$ cat src/rtl/leaf_port_buffer.sv
// Per-port elastic buffering between leaf_interface and the user kernel.
// The user side can be decoupled for DFX, all FIFOs can be flushed, and idle reports when everything is drained.
module leaf_port_fifo #(
  parameter int DATA_W     = 32,
  parameter int DEPTH_BITS = 3
) (
  input  logic              clk,
  input  logic              rst,
  input  logic              flush,
  input  logic              wr_en,
  input  logic              rd_en,
  input  logic [DATA_W-1:0] wr_data,
  input  logic              wr_vld,
  output logic              wr_ack,
  output logic [DATA_W-1:0] rd_data,
  output logic              rd_vld,
  input  logic              rd_ack,
  output logic              empty,
  output logic              stall_trip
);
  localparam int DEPTH    = 2 ** DEPTH_BITS;
  localparam int WD_LIMIT = DEPTH + 64;
  localparam int WD_W     = $clog2(WD_LIMIT + 1);
  localparam logic [WD_W-1:0] WD_MAX = WD_W'(WD_LIMIT);

  logic [DATA_W-1:0]   mem [DEPTH];
  logic [DEPTH_BITS:0] wr_ptr;
  logic [DEPTH_BITS:0] rd_ptr;
  logic [WD_W-1:0]     stall_cnt;
  logic                full;
  logic                hold;
  logic                do_wr;
  logic                do_rd;
  logic                stalled;

  assign empty   = (wr_ptr == rd_ptr);
  assign full    = (wr_ptr[DEPTH_BITS] != rd_ptr[DEPTH_BITS]) &&
                   (wr_ptr[DEPTH_BITS-1:0] == rd_ptr[DEPTH_BITS-1:0]);
  assign hold    = rst | flush;
  assign wr_ack  = wr_en & ~full & ~hold;
  assign rd_vld  = rd_en & ~empty & ~hold;
  // Head word is masked whenever it is not offered, so the output never carries unwritten memory.
  assign rd_data = rd_vld ? mem[rd_ptr[DEPTH_BITS-1:0]] : '0;
  assign do_wr   = wr_vld & wr_ack;
  assign do_rd   = rd_vld & rd_ack;
  assign stalled = wr_en & wr_vld & full & ~hold;
  assign stall_trip = stalled && (stall_cnt == WD_MAX);

  always_ff @(posedge clk) begin
    if (do_wr) mem[wr_ptr[DEPTH_BITS-1:0]] <= wr_data;
  end

  always_ff @(posedge clk) begin
    if (hold) begin
      wr_ptr <= '0;
      rd_ptr <= '0;
    end else begin
      if (do_wr) wr_ptr <= wr_ptr + 1'b1;
      if (do_rd) rd_ptr <= rd_ptr + 1'b1;
    end
  end

  // Counts consecutive cycles a producer is held off by a full FIFO; saturates at the trip point.
  always_ff @(posedge clk) begin
    if (rst || !stalled) begin
      stall_cnt <= '0;
    end else if (stall_cnt != WD_MAX) begin
      stall_cnt <= stall_cnt + 1'b1;
    end
  end
endmodule

module leaf_port_buffer #(
  parameter int PAYLOAD_BITS  = 32,
  parameter int NUM_IN_PORTS  = 6,
  parameter int NUM_OUT_PORTS = 5,
  parameter int DEPTH_BITS    = 3
) (
  input  logic                                 clk,
  input  logic                                 reset,
  input  logic                                 flush,
  input  logic                                 decouple,
  input  logic [NUM_IN_PORTS*PAYLOAD_BITS-1:0]  din_interface2buf,
  input  logic [NUM_IN_PORTS-1:0]               vld_interface2buf,
  output logic [NUM_IN_PORTS-1:0]               ack_buf2interface,
  output logic [NUM_IN_PORTS*PAYLOAD_BITS-1:0]  dout_buf2user,
  output logic [NUM_IN_PORTS-1:0]               vld_buf2user,
  input  logic [NUM_IN_PORTS-1:0]               ack_user2buf,
  input  logic [NUM_OUT_PORTS*PAYLOAD_BITS-1:0] din_user2buf,
  input  logic [NUM_OUT_PORTS-1:0]              vld_user2buf,
  output logic [NUM_OUT_PORTS-1:0]              ack_buf2user,
  output logic [NUM_OUT_PORTS*PAYLOAD_BITS-1:0] dout_buf2interface,
  output logic [NUM_OUT_PORTS-1:0]              vld_buf2interface,
  input  logic [NUM_OUT_PORTS-1:0]              ack_interface2buf,
  output logic                                 idle,
  output logic                                 overflow_err
);
  logic [NUM_IN_PORTS-1:0]  in_empty;
  logic [NUM_IN_PORTS-1:0]  in_trip;
  logic [NUM_OUT_PORTS-1:0] out_empty;
  logic [NUM_OUT_PORTS-1:0] out_trip;

  // Interface->user: the read side faces the user and is gated by decouple.
  for (genvar k = 0; k < NUM_IN_PORTS; k++) begin : g_in
    leaf_port_fifo #(
      .DATA_W     (PAYLOAD_BITS),
      .DEPTH_BITS (DEPTH_BITS)
    ) u_fifo (
      .clk        (clk),
      .rst        (reset),
      .flush      (flush),
      .wr_en      (1'b1),
      .rd_en      (~decouple),
      .wr_data    (din_interface2buf[k*PAYLOAD_BITS +: PAYLOAD_BITS]),
      .wr_vld     (vld_interface2buf[k]),
      .wr_ack     (ack_buf2interface[k]),
      .rd_data    (dout_buf2user[k*PAYLOAD_BITS +: PAYLOAD_BITS]),
      .rd_vld     (vld_buf2user[k]),
      .rd_ack     (ack_user2buf[k]),
      .empty      (in_empty[k]),
      .stall_trip (in_trip[k])
    );
  end

  // User->interface: the write side faces the user and is gated by decouple.
  for (genvar k = 0; k < NUM_OUT_PORTS; k++) begin : g_out
    leaf_port_fifo #(
      .DATA_W     (PAYLOAD_BITS),
      .DEPTH_BITS (DEPTH_BITS)
    ) u_fifo (
      .clk        (clk),
      .rst        (reset),
      .flush      (flush),
      .wr_en      (~decouple),
      .rd_en      (1'b1),
      .wr_data    (din_user2buf[k*PAYLOAD_BITS +: PAYLOAD_BITS]),
      .wr_vld     (vld_user2buf[k]),
      .wr_ack     (ack_buf2user[k]),
      .rd_data    (dout_buf2interface[k*PAYLOAD_BITS +: PAYLOAD_BITS]),
      .rd_vld     (vld_buf2interface[k]),
      .rd_ack     (ack_interface2buf[k]),
      .empty      (out_empty[k]),
      .stall_trip (out_trip[k])
    );
  end

  always_ff @(posedge clk) begin
    if (reset || flush) begin
      idle <= 1'b1;
    end else begin
      idle <= (&in_empty) & (&out_empty);
    end
  end

  always_ff @(posedge clk) begin
    if (reset) begin
      overflow_err <= 1'b0;
    end else if ((|in_trip) || (|out_trip)) begin
      overflow_err <= 1'b1;
    end
  end
endmodule

$ cat config.mk
export PLATFORM = sky130hd
export DESIGN_NAME = leaf_port_buffer
export DESIGN_NICKNAME = d
export VERILOG_FILES = /design/src/rtl/leaf_port_buffer.sv
export SDC_FILE = /design/constraint.sdc
export NUM_CORES = 2
export LEC_CHECK = 0
export CAP_MARGIN = 10
export CORE_MARGIN = 1.5
export CORE_UTILIZATION = 53
export CTS_CLUSTER_DIAMETER = 80
export DETAILED_ROUTE_END_ITERATION = 16
export PLACE_DENSITY_LB_ADDON = 0.15
export SYNTH_ARGS = -nofsm -noshare
export SYNTH_HDL_FRONTEND = slang
export SYNTH_SLANG_ARGS = --single-unit
$ cat constraint.sdc
create_clock -name clk -period 4 [get_ports clk]
set_input_delay 0.4 -clock clk [delete_from_list [all_inputs] [get_ports clk]]
set_output_delay 0.4 -clock clk [all_outputs]
set_load 0.005 [all_outputs]
==> results.ini <==
[logic_synthesis]
synth_edf_count=2816
yosysUniqueCellTypes=54
yosys_most_used_dff=edfxtp_1
yosys_warnings=0
synth-simple-area-share=0.0351
synth_fa_ha_area_frac=0.00474
synth_top_family_by_area=multiplexers
synth-seq-area-share=0.762
syn_area_um2=116000
synth-compound-area-share=0.00374
yosys-mux-area-fraction=0.168
synthArstFlopShare=0
synth_seq_cells=3016
synth_nets=6045
syn_inst=5623
avgSynthCellArea_um2=20.7
synth_xor_area_frac=0.0133

[status]
run_status=complete, no violations

[clocking]
htreeDepth=5
clock-sinks=3016
hold_buffers=0
clockBufferDepth=4
root_buffer=clkbuf_16
cts_tree=built
clk_latency_ns=0.92
cts_inserted_buffers=322
clk_pin_slew_ns=0.06

[floorplanning]
rows=171
initial_utilization=0.534
fp.dieW_um=471
die_h_um=471
coreArea_um2=218000
ios=754
dieArea_um2=222000

[detailed_routing]
drt_wl_total_um=255000
remaining_drc_errors=0
vias=56162
wire_per_inst_um=26.3
via_per_inst=5.78
first_pass_iters=6
drtAntennaViolNets=0
first_iter_violations=4964

[global_route]
grt_usage=0.230
grt_pass1_wl_um=378000
grt_max_degree=65
antenna_found_initial=91
first_global_vias=57481
grt_overflow=0

[timing]
fin_skew_ns=0.0628
grt_setup_unrepaired=no
tightest_slew_ns=1.05
fin_crit_ns=3.81
slew_headroom=0.300
finalSetupTns_ns=0
setup_violations=0
report.final.slew_viol_count=0
period_share=0.952
fmaxAchievable_mhz=263
hold_viol_final=0

[finish]
nets=7011
layout_commonest_cell=edfxtp_1
area_growth_pct=19.7
most-common-layout-cells=edfxtp_1 (2816), clkdlybuf4s50_1 (752), mux4_2 (704)
drive_gt1_frac=0.217

[power_and_ir_drop]
power.total_w=0.0639
ir_worst_vdd_mv=0.419
p_seq_frac=0.542
internal_power_w=0.0517
p_comb_frac=0.019
p_switching_w=0.0122
p_sw_frac=0.191
clkPwrFrac=0.440
power_density_nw_per_um2=459
total_leakage_power_nw=42.4

[worst_setup_path]
cp_slowest_cell=clkdlybuf4s50_1
end_kind=output pin
worstPathArrival_ns=3.41
criticalPathCategory=reg -> out
crit_path_cell_trace=xnor2_1, nand4_1, nand2_1, buf_4, nor2_1, clkdlybuf4s50_1
reg2reg_slack_ns=1.43
startpoint_type=flop
worstPathMaxFanout=16
cp_data_required_time_ns=3.60
cp_slowest_stage_delay_ns=0.61

[place]
routabilityCongestion=0.760
place_hpwl_um=154000
portBuffers=753

[worst_hold_path]
hold_class=in -> reg

[run]
cap_violations=0

## cell usage after synthesis (4+ instances only)
cell         n  area share
edfxtp_1  2816        0.73
mux4_2     704        0.14
nor2_1     578       0.019
mux2i_1    366       0.032
dfxtp_1    200       0.034
clkbuf_1   145      0.0047
buf_2       93      0.0040
xnor2_1     92      0.0069
nand2_1     90      0.0029
nand3_1     86      0.0037
xor2_1      85      0.0064
ha_1        44      0.0047
nor3_1      42      0.0018
inv_1       36      0.0012
buf_1       35      0.0011
nand2b_1    32      0.0017
and3_1      28      0.0015
buf_4       24      0.0016
nand4_1     20      0.0011
a21oi_1     17     0.00073
inv_2       10     0.00032
nor4b_1      9     0.00068
o21ai_0      8     0.00034
a41oi_4      5      0.0012
or4b_4       5     0.00059
nor4_1       4     0.00022
or3b_1       4     0.00030
## cell type report
class,instances,area [um2]
antenna,39,97.6
inverter,46,173
fill,14637,78500
timing repair buffer,939,9890
sequential,3016,88600
clock buffer,396,8510
tap,2854,3570
multi-input combinational,2264,26900
clock inverter,155,1400
## stage by stage
step | cells | area (um2) | util | hold WS, ns | worst slack [ns]
floorplan | 5623 | 116000 | - | 0.470 | 0.0292
global placement | 9111 | 129000 | 0.593 | 0.496 | 0.200
detailed placement | 9111 | 129000 | 0.593 | 0.502 | 0.126
CTS | 9669 | 139000 | 0.639 | 0.102 | 0.00119
global route | 9693 | 139000 | 0.639 | 0.187 | 0.00690
finish | 9709 | 139000 | 0.639 | 0.170 | 0.191
## power groups by stage
stage	clock network (W)	registers (W)	logic [W]
floorplan	0	0.0353	0.000281
global placement	0	0.0353	0.00116
detailed placement	0	0.0353	0.00120
CTS	0.0287	0.0346	0.00121
global route	0.0298	0.0346	0.00129
finish	0.0281	0.0346	0.00120
## sequential cells by signal, indices dropped and copies added (netlist names), named ones only
| register | count |
|---|---|
| g_in.u_fifo.stall_cnt | 42 |
| idle | 1 |
| g_in.u_fifo.wr_ptr | 24 |
| g_in.u_fifo.mem | 1536 |
| g_out.u_fifo.mem | 1280 |
| g_out.u_fifo.rd_ptr | 20 |
| g_out.u_fifo.stall_cnt | 35 |
| overflow_err | 1 |
| g_in.u_fifo.rd_ptr | 24 |
| g_out.u_fifo.wr_ptr | 20 |
## critical path: cells and delay by family, from the launching register on
kind                   cells  cell delay, ns
XOR/XNOR                   1            0.12
AND/OR/NAND/NOR            3            0.96
flip-flops                 1            0.55
buffers and inverters      2            0.91
## worst paths after layout
check,from,end,cells after the start
setup / recovery,g_in[2].u_fifo.wr_ptr[2],dout_buf2user[94],6
setup reg to reg,g_in[3].u_fifo.wr_ptr[1],g_in[3].u_fifo.mem[4][22],6
hold reg to reg,g_in[2].u_fifo.wr_ptr[3],g_in[2].u_fifo.wr_ptr[3],2
hold / removal,ack_user2buf[1],flop,3
## per-layer routing
layer / global-route usage / up-vias / wire [um]
li1: - / 24661 / -
met1: 0.317 / 29162 / 105000
met2: 0.356 / 1738 / 121000
met3: 0.0572 / 505 / 19300
met4: 0.0898 / 96 / 9530
met5: 0 / - / 607
## cell families (layout without fill, tap and decap cells)
| logic type | Yosys count | count (layout) |
|---|---|---|
| simple gates | 925 | 925 |
| xor+xnor | 177 | 177 |
| compound gates | 47 | 48 |
| fa+ha+maj | 44 | 44 |
| other cells | 0 | 39 |
| mux | 1070 | 1070 |
| flops | 3016 | 3016 |
| buf+inv | 344 | 1536 |
## repair_timing
item,in CTS,in global routing
setup endpoints to repair,58,69
resized for setup,7,7
setup buffers,6,1
pin swaps,2,1
gates cloned,1,0
Note: power is estimated with default switching activity, not from simulation.
